`src/rtl/vram_pkg.sv`:
```
// Shared constants for the CPU-side VRAM sequencer: register selects, remap modes, steps, prefetch states.
package vram_pkg;

   localparam logic [2:0] SEL_VMAIN   = 3'd0;
   localparam logic [2:0] SEL_VMADDL  = 3'd1;
   localparam logic [2:0] SEL_VMADDH  = 3'd2;
   localparam logic [2:0] SEL_VMDATAL = 3'd3;
   localparam logic [2:0] SEL_VMDATAH = 3'd4;
   localparam logic [2:0] SEL_RDL     = 3'd5;
   localparam logic [2:0] SEL_RDH     = 3'd6;

   localparam logic [1:0] REMAP_NONE  = 2'd0;
   localparam logic [1:0] REMAP_8BIT  = 2'd1;
   localparam logic [1:0] REMAP_9BIT  = 2'd2;
   localparam logic [1:0] REMAP_10BIT = 2'd3;

   localparam logic [14:0] STEP_1   = 15'd1;
   localparam logic [14:0] STEP_32  = 15'd32;
   localparam logic [14:0] STEP_128 = 15'd128;

   typedef enum logic [1:0] {
      IDLE   = 2'd0,
      PF_RD  = 2'd1,
      PF_CAP = 2'd2
   } pf_state_t;

   function automatic logic [14:0] incr_step(input logic [1:0] inc_sel);
      case (inc_sel)
         2'b00:   return STEP_1;
         2'b01:   return STEP_32;
         default: return STEP_128;
      endcase
   endfunction

endpackage

```
`src/rtl/vram_addr_remap.sv`:
```
// Combinational VRAM word-address bit rotation used for 2/4/8bpp tile-friendly CPU access.
// Zero latency; no flow control.
module vram_addr_remap
   import vram_pkg::*;
#(
   parameter int AW = 15
) (
   input  logic [1:0]    mode,
   input  logic [AW-1:0] addr,
   output logic [AW-1:0] remapped
);

   always_comb begin
      remapped = addr;
      case (mode)
         REMAP_8BIT:  remapped = {addr[AW-1:8],  addr[4:0], addr[7:5]};
         REMAP_9BIT:  remapped = {addr[AW-1:9],  addr[5:0], addr[8:6]};
         REMAP_10BIT: remapped = {addr[AW-1:10], addr[6:0], addr[9:7]};
         default:     remapped = addr;
      endcase
   end

endmodule

```
`src/rtl/vram_ctrl.sv`:
```
// CPU VRAM sequencer: VMAIN/VMADD/VMDATA writes, VMDATAREAD prefetch, PPU-priority port arbitration.
// Bank strobes one cycle after the register access; PPU defers prefetches; VRAM_WRITE_GUARD_EN drops CPU writes during PPU.
module vram_ctrl
   import vram_pkg::*;
#(
   parameter int AW = 15,
   parameter int DW = 8
) (
   input  logic            clk,
   input  logic            resetn,
   input  logic [2:0]      reg_sel,
   input  logic            reg_wr,
   input  logic            reg_rd,
   input  logic [7:0]      reg_din,
   output logic [7:0]      reg_dout,
   input  logic            ppu_active,
   input  logic [AW-1:0]   ppu_addr,
   output logic [2*DW-1:0] ppu_rdata,
   output logic [AW-1:0]   addra,
   output logic [AW-1:0]   addrb,
   output logic            rda,
   output logic            rdb,
   output logic            wra,
   output logic            wrb,
   output logic [DW-1:0]   dina,
   output logic [DW-1:0]   dinb,
   input  logic [DW-1:0]   douta,
   input  logic [DW-1:0]   doutb
);

   logic [1:0]      inc_sel;
   logic [1:0]      remap_mode;
   logic            inc_hi;
   logic [AW-1:0]   vmadd, vmadd_nxt;
   logic [AW-1:0]   pf_addr, pf_addr_nxt;
   logic [AW-1:0]   wr_addr, wr_addr_remap, pf_addr_remap;
   logic [DW-1:0]   wr_dat;
   logic            wr_vld, wr_hi, wr_go;
   logic [2*DW-1:0] rbuf;
   pf_state_t       state, state_nxt;
   logic            pf_pend, pf_pend_nxt;
   logic            addr_wr, data_wr, data_inc, rd_inc, pf_set;

   vram_addr_remap #(.AW(AW)) u_remap_wr (
      .mode     (remap_mode),
      .addr     (vmadd),
      .remapped (wr_addr_remap)
   );

   vram_addr_remap #(.AW(AW)) u_remap_pf (
      .mode     (remap_mode),
      .addr     (pf_addr),
      .remapped (pf_addr_remap)
   );

   assign addr_wr  = reg_wr && (reg_sel == SEL_VMADDL || reg_sel == SEL_VMADDH);
   assign data_wr  = reg_wr && (reg_sel == SEL_VMDATAL || reg_sel == SEL_VMDATAH);
   assign data_inc = data_wr && ((reg_sel == SEL_VMDATAH) == inc_hi);
   assign rd_inc   = reg_rd && ((reg_sel == SEL_RDL && !inc_hi) || (reg_sel == SEL_RDH && inc_hi));
   assign pf_set   = addr_wr || rd_inc;
   assign ppu_rdata = {doutb, douta};

`ifdef VRAM_WRITE_GUARD_EN
   assign wr_go = wr_vld && !ppu_active;
`else
   assign wr_go = wr_vld;
`endif

   // Address updates; a read-triggered prefetch targets the address before the increment.
   always_comb begin
      vmadd_nxt   = vmadd;
      pf_addr_nxt = pf_addr;
      if (reg_wr && reg_sel == SEL_VMADDL)
         vmadd_nxt = {vmadd[AW-1:8], reg_din};
      else if (reg_wr && reg_sel == SEL_VMADDH)
         vmadd_nxt = {reg_din[AW-9:0], vmadd[7:0]};
      else if (data_inc || rd_inc)
         vmadd_nxt = vmadd + AW'(incr_step(inc_sel));
      if (addr_wr)
         pf_addr_nxt = vmadd_nxt;
      else if (rd_inc)
         pf_addr_nxt = vmadd;
   end

   // Port arbitration (CPU write > PPU fetch > prefetch) and prefetch sequencing.
   always_comb begin
      state_nxt   = state;
      pf_pend_nxt = pf_pend || pf_set;
      addra       = pf_addr_remap;
      addrb       = pf_addr_remap;
      rda         = 1'b0;
      rdb         = 1'b0;
      wra         = 1'b0;
      wrb         = 1'b0;
      dina        = wr_dat;
      dinb        = wr_dat;
      if (wr_go) begin
         addra = wr_addr;
         addrb = wr_addr;
         wra   = !wr_hi;
         wrb   = wr_hi;
      end else if (ppu_active) begin
         addra = ppu_addr;
         addrb = ppu_addr;
         rda   = 1'b1;
         rdb   = 1'b1;
      end else if (state == PF_RD) begin
         rda = 1'b1;
         rdb = 1'b1;
      end
      case (state)
         IDLE: begin
            if (pf_pend && !ppu_active) begin
               state_nxt   = PF_RD;
               pf_pend_nxt = pf_set;
            end
         end
         PF_RD: begin
            if (!wr_go && !ppu_active) begin
               state_nxt = PF_CAP;
            end else begin
               state_nxt   = IDLE;
               pf_pend_nxt = 1'b1;
            end
         end
         PF_CAP:  state_nxt = IDLE;
         default: state_nxt = IDLE;
      endcase
   end

   always_ff @(posedge clk or negedge resetn) begin
      if (!resetn) begin
         state      <= IDLE;
         pf_pend    <= 1'b0;
         inc_sel    <= 2'b00;
         remap_mode <= REMAP_NONE;
         inc_hi     <= 1'b0;
         vmadd      <= '0;
         pf_addr    <= '0;
         wr_vld     <= 1'b0;
         wr_hi      <= 1'b0;
         wr_addr    <= '0;
         wr_dat     <= '0;
         rbuf       <= '0;
         reg_dout   <= '0;
      end else begin
         state   <= state_nxt;
         pf_pend <= pf_pend_nxt;
         vmadd   <= vmadd_nxt;
         pf_addr <= pf_addr_nxt;
         wr_vld  <= data_wr;
         if (reg_wr && reg_sel == SEL_VMAIN) begin
            inc_sel    <= reg_din[1:0];
            remap_mode <= reg_din[3:2];
            inc_hi     <= reg_din[7];
         end
         if (data_wr) begin
            wr_hi   <= (reg_sel == SEL_VMDATAH);
            wr_addr <= wr_addr_remap;
            wr_dat  <= reg_din;
         end
         if (reg_rd && reg_sel == SEL_RDL)
            reg_dout <= rbuf[DW-1:0];
         else if (reg_rd && reg_sel == SEL_RDH)
            reg_dout <= rbuf[2*DW-1:DW];
         if (state == PF_CAP)
            rbuf <= {doutb, douta};
      end
   end

endmodule

```
`config.mk`:
```
export PLATFORM = sky130hd
export DESIGN_NAME = vram_ctrl
export DESIGN_NICKNAME = d
export VERILOG_FILES = /design/src/rtl/vram_pkg.sv /design/src/rtl/vram_addr_remap.sv /design/src/rtl/vram_ctrl.sv
export SDC_FILE = /design/constraint.sdc
export NUM_CORES = 1
export LEC_CHECK = 0
export CORE_ASPECT_RATIO = 0.9
export CORE_UTILIZATION = 30
export CTS_BUF_LIST = sky130_fd_sc_hd__clkbuf_16
export DETAILED_ROUTE_END_ITERATION = 16
export GPL_TIMING_DRIVEN = 0
export PLACE_DENSITY = 0.6
export SYNTH_ARGS = -nofsm -noshare
export SYNTH_HDL_FRONTEND = slang
export SYNTH_SLANG_ARGS = --single-unit
export TNS_END_PERCENT = 20
```
`constraint.sdc`:
```
create_clock -name clk -period 5.5 [get_ports clk]
set_input_delay 1.1 -clock clk [delete_from_list [all_inputs] [get_ports clk]]
set_output_delay 1.1 -clock clk [all_outputs]
set_load 0.005 [all_outputs]
```
# Word-level counts from Yosys, hierarchy flattened
# Cells that the tools add are included.
dict set report totals {
  reg_bits 87
  input_bits 47
  out_inout_bits 74
  wordCells 82
}
dict set report classes {
  n_addsub 1
  eq_ne 14
  mux 26
  n_reduce_logical 28
}
# cell count
set op_table {}
lappend op_table {{15-bit 2-to-1 mux} 10}
lappend op_table {{10-bit one-hot mux with 3 select lines} 2}
lappend op_table {{8-bit 2-to-1 mux} 2}
lappend op_table {{8-bit one-hot mux with 2 select lines} 1}
lappend op_table {{15-bit adder} 1}
lappend op_table {{1-bit logical AND} 13}
lappend op_table {{3-bit == test, second input constant} 3}
lappend op_table {{1-bit 2-to-1 mux} 7}
lappend op_table {{2-bit by 1-bit == test with 1-bit output, second input constant} 3}
lappend op_table {{2-bit == test, second input constant} 3}
lappend op_table {{3-bit by 2-bit == test with 1-bit output, second input constant} 2}
lappend op_table {{1-bit logical OR} 6}
lappend op_table {{1-bit zero test} 4}
lappend op_table {{2-bit zero test} 2}
lappend op_table {{2-bit 2-to-1 mux} 2}
lappend op_table {{2-bit one-hot mux with 2 select lines} 1}
lappend op_table {{2-bit nonzero test} 2}
lappend op_table {{3-bit by 1-bit == test with 1-bit output, second input constant} 1}
lappend op_table {{3-bit zero test} 1}
lappend op_table {{2-bit inequality test, second input constant} 1}
lappend op_table {{1-bit one-hot mux with 2 select lines} 1}
lappend op_table {{1-bit == test} 1}

# Depth between registers and ports, before layout
# Gate-level depths: netlist of the first run.
dict set report depth {
  word_depth 13
  depth_mapped 8
  mapped_depth_nobuf 8
}

# Hierarchy
# A second synthesis of the first run with hierarchy kept.
dict set report unflattened {
  hier_cells 488
  hier_area_um2 5096.1
}
# mod n_inst cells_each area_each_um2 seq_area_each_um2
set modules_own_cells {}
lappend modules_own_cells {vram_ctrl 1 452 4675.7 2177.1}
lappend modules_own_cells {vram_addr_remap 2 18 210.2 0.0}

# Least setup slack after synthesis of the first run
# OpenSTA, ideal clock, no wires.
dict set report synth_path {
  kind {input port to output port}
  startpoint {in ppu_active}
  endpoint {out addrb[4]}
  t_arrival_ns 2.086
  t_required_ns 4.400
  path_slack_ns 2.314
  path_stages 5
  n_path_buf 3
  path_cell_list {clkbuf_1 -> clkbuf_1 -> a21oi_1 -> o21ai_0 -> buf_4}
}
dict set report synth_via {
  elab_chain_cells 2
}
# item line_no
set synth_rtl {}
lappend synth_rtl {{start: declaration} vram_ctrl.sv:16} ;# input logic ppu_active,
lappend synth_rtl {{15-bit 2-to-1 mux (2 in series)} -}
lappend synth_rtl {{end: declaration} vram_ctrl.sv:20} ;# output logic [AW-1:0] addrb,
# Every way passes these cells.

# Final worst setup path of the first run
dict set report layout_path {
  startpoint {in ppu_active}
  endpoint {out addrb[7]}
}
dict set report layout_via {
  elab_chain_cells 2
}
# item line_no
set layout_rtl {}
lappend layout_rtl {{15-bit 2-to-1 mux} vram_ctrl.sv:102} ;# end else if (ppu_active) begin
lappend layout_rtl {{15-bit 2-to-1 mux} vram_ctrl.sv:97} ;# if (wr_go) begin
# Every way passes these cells.

==> summary.md, run 1 <==
| Metric | Value |
|---|---|
| Status | `complete, no violations` |
| PD cells | `404 mW/mm^2` |
| Cell Area, Placed | `0.00635 mm^2` |
| Commonest cells post-synth | `dfrtp_1, nand2_1, o21ai_0` |
| # IOs | `121` |
| CTS root buffer | `clkbuf_16` |
| Reg2Reg Setup Slack | `roughly 3.4 ns` |
| DRT iter0 DRCs | `between 300 and 400` |
| Netlist cell types | `49` |
| Chip Height | `123 um` |
| Layout cells sized above 1 | `0.207` |
| Synth area leader | `dfrtp_1` |
| Post-Route Utilization | `0.423` |
| Worst Setup Start Kind | `primary input` |
| Crit path buffers/inverters | `4` |
| Total CTS buffers | `9` |
| Final Cell Area | `0.00662 mm^2` |
| Fmax | `257 MHz` |
| DRT Wirelength | `13,800 um` |
| Clock skew | `0.00652 ns` |
| Vias | `4,097` |
| Mean Syn Cell Area | `10.1 um^2` |
| Die W | `~140 um` |
| Max cap viols | `0` |
| Buffers on Ports | `around 120` |
| Delay-heaviest family, CP | `buffers and inverters` |
| Fin crit period | `roughly 3.9 ns` |
| Worst min path class | `reg -> reg` |
| Vias in the first global route | `around 4,000` |
| Switching share of power | `0.331` |
| Drt drc | `0` |
| Post-CTS Setup Inserts | `0` |
| Ant. Diodes | `0` |
| Register area share after synthesis | `0.445` |
| Synth Warn # | `0` |
| Max stage delay on crit path | `0.48 ns` |
| Worst-margin pin slew | `between 0.6 and 0.7 ns` |
| Worst EP required | `4.40 ns` |
| Worst-Skew Late Latency | `0.34 ns` |
| Top cells by area, synth | `dfrtp_1, mux2_2, buf_4, mux2i_1, o21ai_0` |
| Sink Count | `87` |
| Post-Route Setup TNS | `0 ns` |
| Overall Power | `2680 uW` |
| PostCTS Resize Cnt | `0` |
| Synthesized cell area | `between 0.004 and 0.005 mm^2` |
| Crit path DAT | `~2.8 ns` |
| Pins Over Slew Limit | `0` |
| CP Max Fanout | `10` |
| DRT Pass-1 Iters | `4` |
| # rows | `43` |
| Area delta synth->final | `35.4%` |
| Critical path cell sequence | `clkbuf_1, clkbuf_1, a21oi_1, o21ai_0, buf_4, clkdlybuf4s50_1` |
| Routed WL per cell | `16.8 um` |
| Comb pwr share | `0.372` |
| RSZ-0062 raised after global routing | `no` |
| Die ar. | `0.0168 mm^2` |
| Cells after Synth | `483` |
| Final worst-path cycle share | `0.709` |
| Final Hold Slack | `0.489 ns` |
| Vias per cell | `5.00` |
| Part of the power in the clock network | `0.210` |
| Leakage power | `0.00275 uW` |
| Post-CTS Hold Fix Bufs | `0` |
| Total grt overflow | `0` |
| First-pass GRT wire length | `22,100 um` |
| CP dominant cell by count | `clkbuf_1` |
| Max transition margin | `0.561` |
| # setup viols final | `0` |
| Worst path slowest cell | `clkdlybuf4s50_1` |
| Count leader, synth | `dfrtp_1` |
| Synth Flop Type | `dfrtp_1` |
| Post-detail-place hpwl | `10,300 um` |
| Core box area | `0.0157 mm^2` |
| Seq pwr share | `0.418` |
| P_sw | `887 uW` |
| Crit Path Class | `in -> out` |
| Antenna violations before repair | `0` |
| Routed Antenna Nets | `0` |
| CTS tree | `done` |
| Initial Util | `0.312` |
| Fin nets | `about 660` |
| Number of synthesized flops with an enable pin | `0` |
| # H-tree levels | `3` |
| Final Hold Vio Count | `0` |
| Ys async rst share | `1.00` |
| Syn nets | `about 530` |
| Seq cells post-synth | `87` |
| Longest Clk Path Bufs | `2` |
| RePlAce Congestion | `0.850` |
| Clock input transition at the sequential cells of the worst setup and hold paths | `0.06 ns` |
| CP Capture Type | `primary output` |
| Pin count of the biggest net entering global routing | `53` |
| Internal power | `around 1800 uW` |
| Area share of the largest cell type after synthesis | `0.445` |
| Max VDD drop | `0.000175 V` |
| Gr usage total | `0.173` |
-- tightest hold or removal path: cells and delay by family (launching register included) --
kind               cells  cell delay [ns]
AOI/OAI and AO/OA      1             0.06
DFF                    1             0.35
and+or+nand+nor        1             0.05
-- registers in the layout, summed over array words and instances (netlist names) --
| register | cells |
|---|---|
| pf_pend | 1 |
| state | 2 |
| wr_go | 1 |
| inc_sel | 2 |
| wr_hi | 1 |
| pf_addr | 15 |
| rbuf | 16 |
| vmadd | 15 |
| reg_dout | 8 |
| inc_hi | 1 |
| dina | 8 |
| remap_mode | 2 |
| wr_addr | 15 |
-- cells by family (layout without fill, tap and decap cells) --
kind of cell | after synthesis | in the layout | synth area share
and+or+nand+nor | 126 | 126 | 0.131
adders and majority gates | 4 | 4 | 0.0102
xor gates and xnor gates | 6 | 6 | 0.0107
buffers and inverters | 75 | 210 | 0.0934
AOI/OAI and AO/OA | 120 | 120 | 0.152
muxes | 65 | 65 | 0.158
DFF | 87 | 87 | 0.445
-- layout by cell type, fill, tap and decap left out, types with 3 or more instances in the layout --
master,instances
clkdlybuf4s50_1,117
dfrtp_1,87
nand2_1,53
o21ai_0,41
buf_4,41
mux2_2,36
a21oi_1,32
nor2_1,23
o22ai_1,22
mux2i_1,22
clkbuf_1,15
buf_2,14
nand3_1,9
clkbuf_16,9
and3_1,6
a311oi_1,6
a211oi_1,6
mux4_2,6
xnor2_1,5
inv_1,5
nor2b_1,4
nor3_1,4
ha_1,4
a31oi_1,3
and2_1,3
nor3b_1,3
and4_1,3
clkinvlp_4,3
-- power by group through the flow --
| stage | Clock [uW] | Combinational, uW | Sequential [uW] |
|---|---|---|---|
| 6_report | 563 | 995 | 1120 |
| 3_5_place_dp | 0 | 996 | 1120 |
| 5_1_grt | 598 | 1100 | 1150 |
| 3_3_place_gp | 0 | 974 | 1110 |
| 4_1_cts | 574 | 1000 | 1110 |
| 2_1_floorplan | 0 | 606 | 1030 |
-- layer usage --
metal  global-route usage  up-vias  routed length, um
li1                     -     1967                  -
met1                0.242     2002               6300
met2                0.277      116               6540
met3               0.0197       12                784
met4               0.0625        0                179
met5                    0        -                  0
-- worst paths after layout --
kind | start | end | cells past startpoint
hold / removal | reg_dout[1] | reg_dout[1] | 2
hold reg to reg | reg_dout[1] | reg_dout[1] | 2
max in group asynchronous | resetn | wr_addr[1] | 2
setup reg to reg | inc_sel[1] | vmadd[12] | 8
min in group asynchronous | resetn | rbuf[15] | 1
setup / recovery | ppu_active | addrb[7] | 6
-- cell type report --
class	count	area, um^2
plain buffers	70	438
well taps	202	253
repair buffers	119	1210
clock buffers	9	225
multi-input cells	321	2260
flip-flops and latches	87	2180
clock inverters	7	48.8
inverters	5	18.8
fillers	1458	9030
-- metrics by stage --
stage                     std cells  setup slack, ns
after floorplan                 483             2.31
after global placement          803            0.146
after detailed placement        804             1.59
after CTS                       820             1.58
after global routing            820             1.40
final                           820             1.60
Note: power is estimated with default switching activity, not from simulation.
==> run 2: changes to the inputs <==
==> constraint.sdc (replaced) <==
create_clock -name clk -period 4.05 [get_ports clk]
set_input_delay 0.81 -clock clk [delete_from_list [all_inputs] [get_ports clk]]
set_output_delay 0.81 -clock clk [all_outputs]
set_load 0.005 [all_outputs]
==> results of run 2 <==
Same layout as run 1 (identical final DEF). Status: complete, no violations.
Among the figures that moved: setup slack after placement 1.59 ns -> 0.715 ns; setup slack after layout 1.60 ns -> 0.561 ns; hold slack 0.489 ns -> 0.420 ns; start point of the critical path ppu_active -> remap_mode[0]; end point of the critical path addrb[7] -> addrb[6]; register-to-register setup slack 3.36 ns -> 1.91 ns; total power 2680 uW -> 3630 uW; worst IR drop on VDD 0.000175 V -> 0.000238 V
==> run 3: changes to the inputs <==
--- a/config.mk
+++ b/config.mk
@@ -9,6 +9,7 @@
 export CORE_UTILIZATION = 30
 export CTS_BUF_LIST = sky130_fd_sc_hd__clkbuf_16
 export DETAILED_ROUTE_END_ITERATION = 16
+export GPL_ROUTABILITY_DRIVEN = 1
 export GPL_TIMING_DRIVEN = 0
 export PLACE_DENSITY = 0.6
 export SYNTH_ARGS = -nofsm -noshare
==> results of run 3 <==
Same layout as run 1 (identical final DEF). Status: complete, no violations.
Among the figures that moved: setup slack after placement 1.59 ns -> 0.715 ns; setup slack after layout 1.60 ns -> 0.561 ns; hold slack 0.489 ns -> 0.420 ns; start point of the critical path ppu_active -> remap_mode[0]; end point of the critical path addrb[7] -> addrb[6]; register-to-register setup slack 3.36 ns -> 1.91 ns; total power 2680 uW -> 3630 uW; worst IR drop on VDD 0.000175 V -> 0.000238 V
